[src/rtl/detection_sequencer.sv]
// detection_sequencer: captures a frame into the integral-image buffer, then rasters a WIN x WIN window over it, one classifier run per origin.
// Ports: clk; rst (sync, active-low); cap_sof/cap_we/cap_addr/cap_done capture side;
// cont_mode/continue_in re-arm; det_en/det_addr/det_done/det_hit classifier handshake;
// buf_addr/buf_we buffer port A; win_x/win_y window origin; hit_count/frame_done scan result; busy.
// Define DETSEQ_EARLY_EXIT_EN to stop the scan at the first positive window.
module detection_sequencer #(
    parameter int ADDR_W = 15,
    parameter int IMG_W  = 160,
    parameter int IMG_H  = 120,
    parameter int WIN    = 24,
    parameter int STEP   = 4
) (
    input  logic              clk,
    input  logic              rst,
    input  logic              cap_sof,
    input  logic              cap_we,
    input  logic [ADDR_W-1:0] cap_addr,
    input  logic              cap_done,
    input  logic              cont_mode,
    input  logic              continue_in,
    output logic              det_en,
    input  logic [ADDR_W-1:0] det_addr,
    input  logic              det_done,
    input  logic              det_hit,
    output logic [ADDR_W-1:0] buf_addr,
    output logic              buf_we,
    output logic [15:0]       win_x,
    output logic [15:0]       win_y,
    output logic [15:0]       hit_count,
    output logic              frame_done,
    output logic              busy
);
    localparam logic [2:0] IDLE     = 3'd0;
    localparam logic [2:0] ARM      = 3'd1;
    localparam logic [2:0] CAPTURE  = 3'd2;
    localparam logic [2:0] START    = 3'd3;
    localparam logic [2:0] WAIT_DET = 3'd4;
    localparam logic [2:0] ADVANCE  = 3'd5;
    localparam logic [2:0] HOLD     = 3'd6;
    // A window that does not fit the image yields an empty scan.
    localparam bit SKIP = (WIN > IMG_W) || (WIN > IMG_H);

    logic [2:0]  state;
    logic [15:0] acc;
    logic [15:0] acc_inc;
    logic        cont_q;
    logic        x_fits;
    logic        y_fits;
    logic        scanning;

    always_comb begin
        acc_inc  = (acc == 16'hFFFF) ? acc : acc + 16'(det_hit);
        x_fits   = 32'(win_x) + 32'(STEP) + 32'(WIN) <= 32'(IMG_W);
        y_fits   = 32'(win_y) + 32'(STEP) + 32'(WIN) <= 32'(IMG_H);
        scanning = (state == START) || (state == WAIT_DET) || (state == ADVANCE);
    end

    assign det_en   = state == START;
    assign busy     = (state != IDLE) && (state != ARM);
    assign buf_we   = (state == CAPTURE) && cap_we;
    assign buf_addr = (state == CAPTURE) ? cap_addr :
                      scanning ? ADDR_W'(32'(win_y) * 32'(IMG_W) + 32'(win_x) + 32'(det_addr)) :
                      '0;

    always_ff @(posedge clk) begin
        if (!rst) begin
            state      <= IDLE;
            win_x      <= '0;
            win_y      <= '0;
            hit_count  <= '0;
            frame_done <= 1'b0;
            acc        <= '0;
            cont_q     <= 1'b0;
        end else begin
            frame_done <= 1'b0;
            // Continue edges only count while parked in HOLD; cont_q tracks the level everywhere.
            cont_q     <= continue_in;
            case (state)
                IDLE: state <= ARM;
                ARM: if (cap_sof) state <= CAPTURE;
                CAPTURE: if (cap_done) begin
                    win_x <= '0;
                    win_y <= '0;
                    acc   <= '0;
                    if (SKIP) begin
                        state      <= HOLD;
                        hit_count  <= '0;
                        frame_done <= 1'b1;
                    end else begin
                        state <= START;
                    end
                end
                START: state <= WAIT_DET;
                WAIT_DET: if (det_done) begin
                    acc <= acc_inc;
`ifdef DETSEQ_EARLY_EXIT_EN
                    if (det_hit) begin
                        state      <= HOLD;
                        hit_count  <= acc_inc;
                        frame_done <= 1'b1;
                    end else begin
                        state <= ADVANCE;
                    end
`else
                    state <= ADVANCE;
`endif
                end
                ADVANCE: if (x_fits) begin
                    win_x <= win_x + 16'(STEP);
                    state <= START;
                end else if (y_fits) begin
                    win_x <= '0;
                    win_y <= win_y + 16'(STEP);
                    state <= START;
                end else begin
                    state      <= HOLD;
                    hit_count  <= acc;
                    frame_done <= 1'b1;
                end
                HOLD: if (cont_mode || (continue_in && !cont_q)) state <= ARM;
                default: state <= IDLE;
            endcase
        end
    end
endmodule

[config.mk]
export PLATFORM = sky130hd
export DESIGN_NAME = detection_sequencer
export DESIGN_NICKNAME = d
export VERILOG_FILES = /design/src/rtl/detection_sequencer.sv
export SDC_FILE = /design/constraint.sdc
export NUM_CORES = 1
export LEC_CHECK = 0
export BUFFER_PORTS_ARGS = -buffer_cell sky130_fd_sc_hd__buf_2
export CAP_MARGIN = 25
export CORE_UTILIZATION = 50
export CTS_BUF_LIST = sky130_fd_sc_hd__clkbuf_4
export DETAILED_ROUTE_END_ITERATION = 8
export PLACE_DENSITY_LB_ADDON = 0.25
export SLEW_MARGIN = 20
export SYNTH_ARGS = -nofsm -noshare
export SYNTH_HDL_FRONTEND = slang
export SYNTH_SLANG_ARGS = --single-unit
[constraint.sdc]
create_clock -name clk -period 8.9 [get_ports clk]
set_clock_uncertainty 0.1 [all_clocks]
set_input_delay 1.78 -clock clk [delete_from_list [all_inputs] [get_ports clk]]
set_output_delay 1.78 -clock clk [all_outputs]
set_load 0.01 [all_outputs]
==> results.yml <==
status:
  outcome: "complete, no violations"
clocking:
  h-tree-depth: 3
  clkTransAtPathRegs_ps: 110
  cts-root-buf: "clkbuf_4"
  cts_sinks: 65
  cts_tree: "yes"
  cts_resized: 0
  cts_inserted_buffers: 9
  clock_path_buffers: 2
  cts_hold_buf: 0
  insertion_delay_ps: 430
  post_cts_buffers: 0
critical_path:
  r2r-end: "hit_count[2]"
  worstPathCellList: "buf_2 > inv_1 > fa_1 > inv_1 > ha_1 > o21ai_0 > nand2b_1 > nand2_1 > o21ai_0 > o41ai_1 > xnor2_1 > a22o_1 > buf_2"
  r2r_slack_ps: 5690
  critPathKind: "input port to primary output"
  critical_path_arrival_ps: 4230
  path_max_fanout: 4
  critPathRequiredTime_ps: 7020
  endpoint_kind: "primary output"
  start_kind: "input port"
  critical-path-slowest-cell: "fa_1"
  critPathMaxStageDelay_ps: 530
  reg2reg_from: "win_x[3]"
  reg2regPathDepth: 9
die:
  initial_core_util_pct: 52.45
  dieArea_sq_um: 9126
  dieHeight_microns: 95.53
  core-area_sq_um: 8341
  die_w_microns: 95.53
  boundaryPins: 106
  num_rows: 33
place:
  io_buffer_count: 101
  dp_hpwl_microns: 7736
  gp_congestion: 0.8367
timing:
  relSlewSlack_pct: 33.61
  hold_viol: 0
  slew_violations: 0
  setup_tns_ps: 0
  max_freq_ghz: 0.1638
  min_period_ps: 6106
  final-setup-viol-count: 0
  worstMarginPinSlew_ps: 995.8
  grt_setup_unrepaired: "false"
  fin_crit_sh_pct: 68.61
power:
  power.leakage_nw: 2.391
  seq_power_share_pct: 50.9
  netSwitchingPower_w: 0.0001479
  swShare_pct: 25.52
  pwr-share-comb_pct: 10.1
  p_clk_share_pct: 39.1
  peakVddDrop_uv: 120.2
  p_int_w: 0.0004317
  powerDensity_nw_per_um2: 114.4
global_routing:
  antenna_found_initial: 0
  grt_first_pass_wirelength_microns: 16730
  grt_usage_pct: 23.50
  grt_pass1_vias: 3708
  grt_overflow: 0
  grt_max_degree: 52
route:
  drt-vias-per-instance: 5.624
  routedWlPerCell_microns: 14.47
  remaining_drc_errors: 0
  routed_wl_microns: 10290
  dr.first_iter.drc_count: 156
  vias: 3999
  firstDrtPassIters: 4
  ant_nets: 0
final_layout:
  final_layout_size_suffix_gt1_share_pct: 22.11
  area_growth_syn_to_layout_pct: 15.85
  nets: 682
  antennaDiodeCount: 0
  finish.utilization_pct: 60.76
logic_synthesis:
  syn_avg_cell_area_sq_um: 8.594
  synth_enable_flop_cells: 0
  synth_area_leaders: "dfxtp_1 30%, ha_1 10%, xnor2_1 6.0%, nand2_1 5.0%, mux2i_1 4.8%"
  yosysSeqAreaShare_pct: 29.75
  ys_top_cells_by_count: "65 x dfxtp_1, 58 x nand2_1, 35 x ha_1"
  synth_area_sq_um: 4374
  ys_ff_latch: 65
  synthArstFlopShare_pct: 0
  synth_top_flop_cell: "dfxtp_1"
  synthCells: 509
  synth.most_common_cell: "dfxtp_1"
  yosys.area.top_type_share_pct: 29.75
  yosysTopAreaCell: "dfxtp_1"
  ys.warnings.count: 0
  ys_types: 59
worst_hold_path:
  min_to: "hit_count[10]"
  hold_path.class: "flip-flop to flip-flop"
  worstHoldStart: "hit_count[10]"
  whs_path_depth: 2
flow_run:
  drv_cap: 0
-- layout make-up --
cell class / instances / area [sq um]
Clock buffer: 9 / 67.56
Inverter: 25 / 93.84
Multi-Input combinational cell: 398 / 2864
Fill cell: 751 / 3273
Timing Repair Buffer: 102 / 516.7
Clock inverter: 7 / 92.59
Tap cell: 105 / 131.4
Sequential cell: 65 / 1301
-- sequential cells by signal (all words and copies together), names as in the netlist --
register	count
frame_done	1
cont_q	1
state	3
hit_count	16
acc	16
win_y	14
win_x	14
-- how the worst max path moves through the flow --
stage                start      endpoint  slack (ps)  depth (start not counted)
2_1_floorplan  det_addr[7]  buf_addr[13]        3230                         11
3_3_place_gp   det_addr[7]  buf_addr[13]        2960                         13
3_5_place_dp   det_addr[7]  buf_addr[14]        2890                         13
4_1_cts        det_addr[7]  buf_addr[14]        2890                         13
5_1_grt        det_addr[7]  buf_addr[14]        2640                         13
6_report       det_addr[7]  buf_addr[14]        2790                         13
-- metal layers --
| layer | GRT usage, % | vias up | part of all wire [%] |
|---|---|---|---|
| met5 | 0 | - | 0 |
| met3 | 5.423 | 17 | 5.2 |
| met4 | 9.453 | 0 | 1.5 |
| li1 | - | 1984 | - |
| met2 | 41.37 | 97 | 50 |
| met1 | 27.37 | 1901 | 43 |
-- critical path, delay by kind of cell --
family / cells / cell delay [ps]
AND/OR/NAND/NOR: 2 / 180
AO/OA/AOI/OAI: 4 / 960
XOR/XNOR: 1 / 130
adder cells (fa/ha/maj): 2 / 870
buffers and inverters: 4 / 310
-- per-stage QoR --
stage,power [W],setup WS [ps],instances,cell area [sq um],hold WS [ps]
5_1_grt,0.0006069,2641,711,5067,386.7
4_1_cts,0.0005860,2886,711,5067,365.8
3_5_place_dp,0.0003594,2894,695,4907,346.5
3_3_place_gp,0.0003570,2961,694,4891,340.3
6_report,0.0005795,2794,711,5067,363.7
2_1_floorplan,0.0003395,3234,514,4393,363.4
-- cell families after synthesis --
group	Yosys count	share of synthesized area (%)
AOI/OAI and AO/OA	94	15.48
xor gates and xnor gates	40	8.009
adders and majority gates	42	13.22
buffers and inverters	51	5.320
DFF	65	29.75
muxes	23	5.320
other	1	0.08573
and+or+nand+nor	193	22.83
-- power by group through the flow --
stage,registers (W),clock network [W],logic (W)
final,0.000295,0.000226,0.0000583
after global routing,0.000295,0.000246,0.0000655
after global placement,0.000301,0,0.0000558
after detailed placement,0.000301,0,0.0000581
after floorplan,0.000299,0,0.0000402
after CTS,0.000295,0.000233,0.0000584
-- cells in the final DEF, fill, tap and decap left out, types with 5 or more instances in the layout --
master / instances
and2_1: 15
dfxtp_1: 65
a22o_1: 15
nand2b_1: 6
conb_1: 6
xor2_1: 10
a21oi_1: 17
nor4_1: 8
clkbuf_4: 9
and3_1: 12
nand4_1: 7
nand3_1: 12
o21ai_0: 16
mux2i_1: 21
buf_2: 101
inv_1: 25
nor2_1: 34
nand2_1: 58
o211ai_1: 5
ha_1: 35
nor3_1: 13
xnor2_1: 30
fa_1: 7
Power figures use the tool's default switching activity.
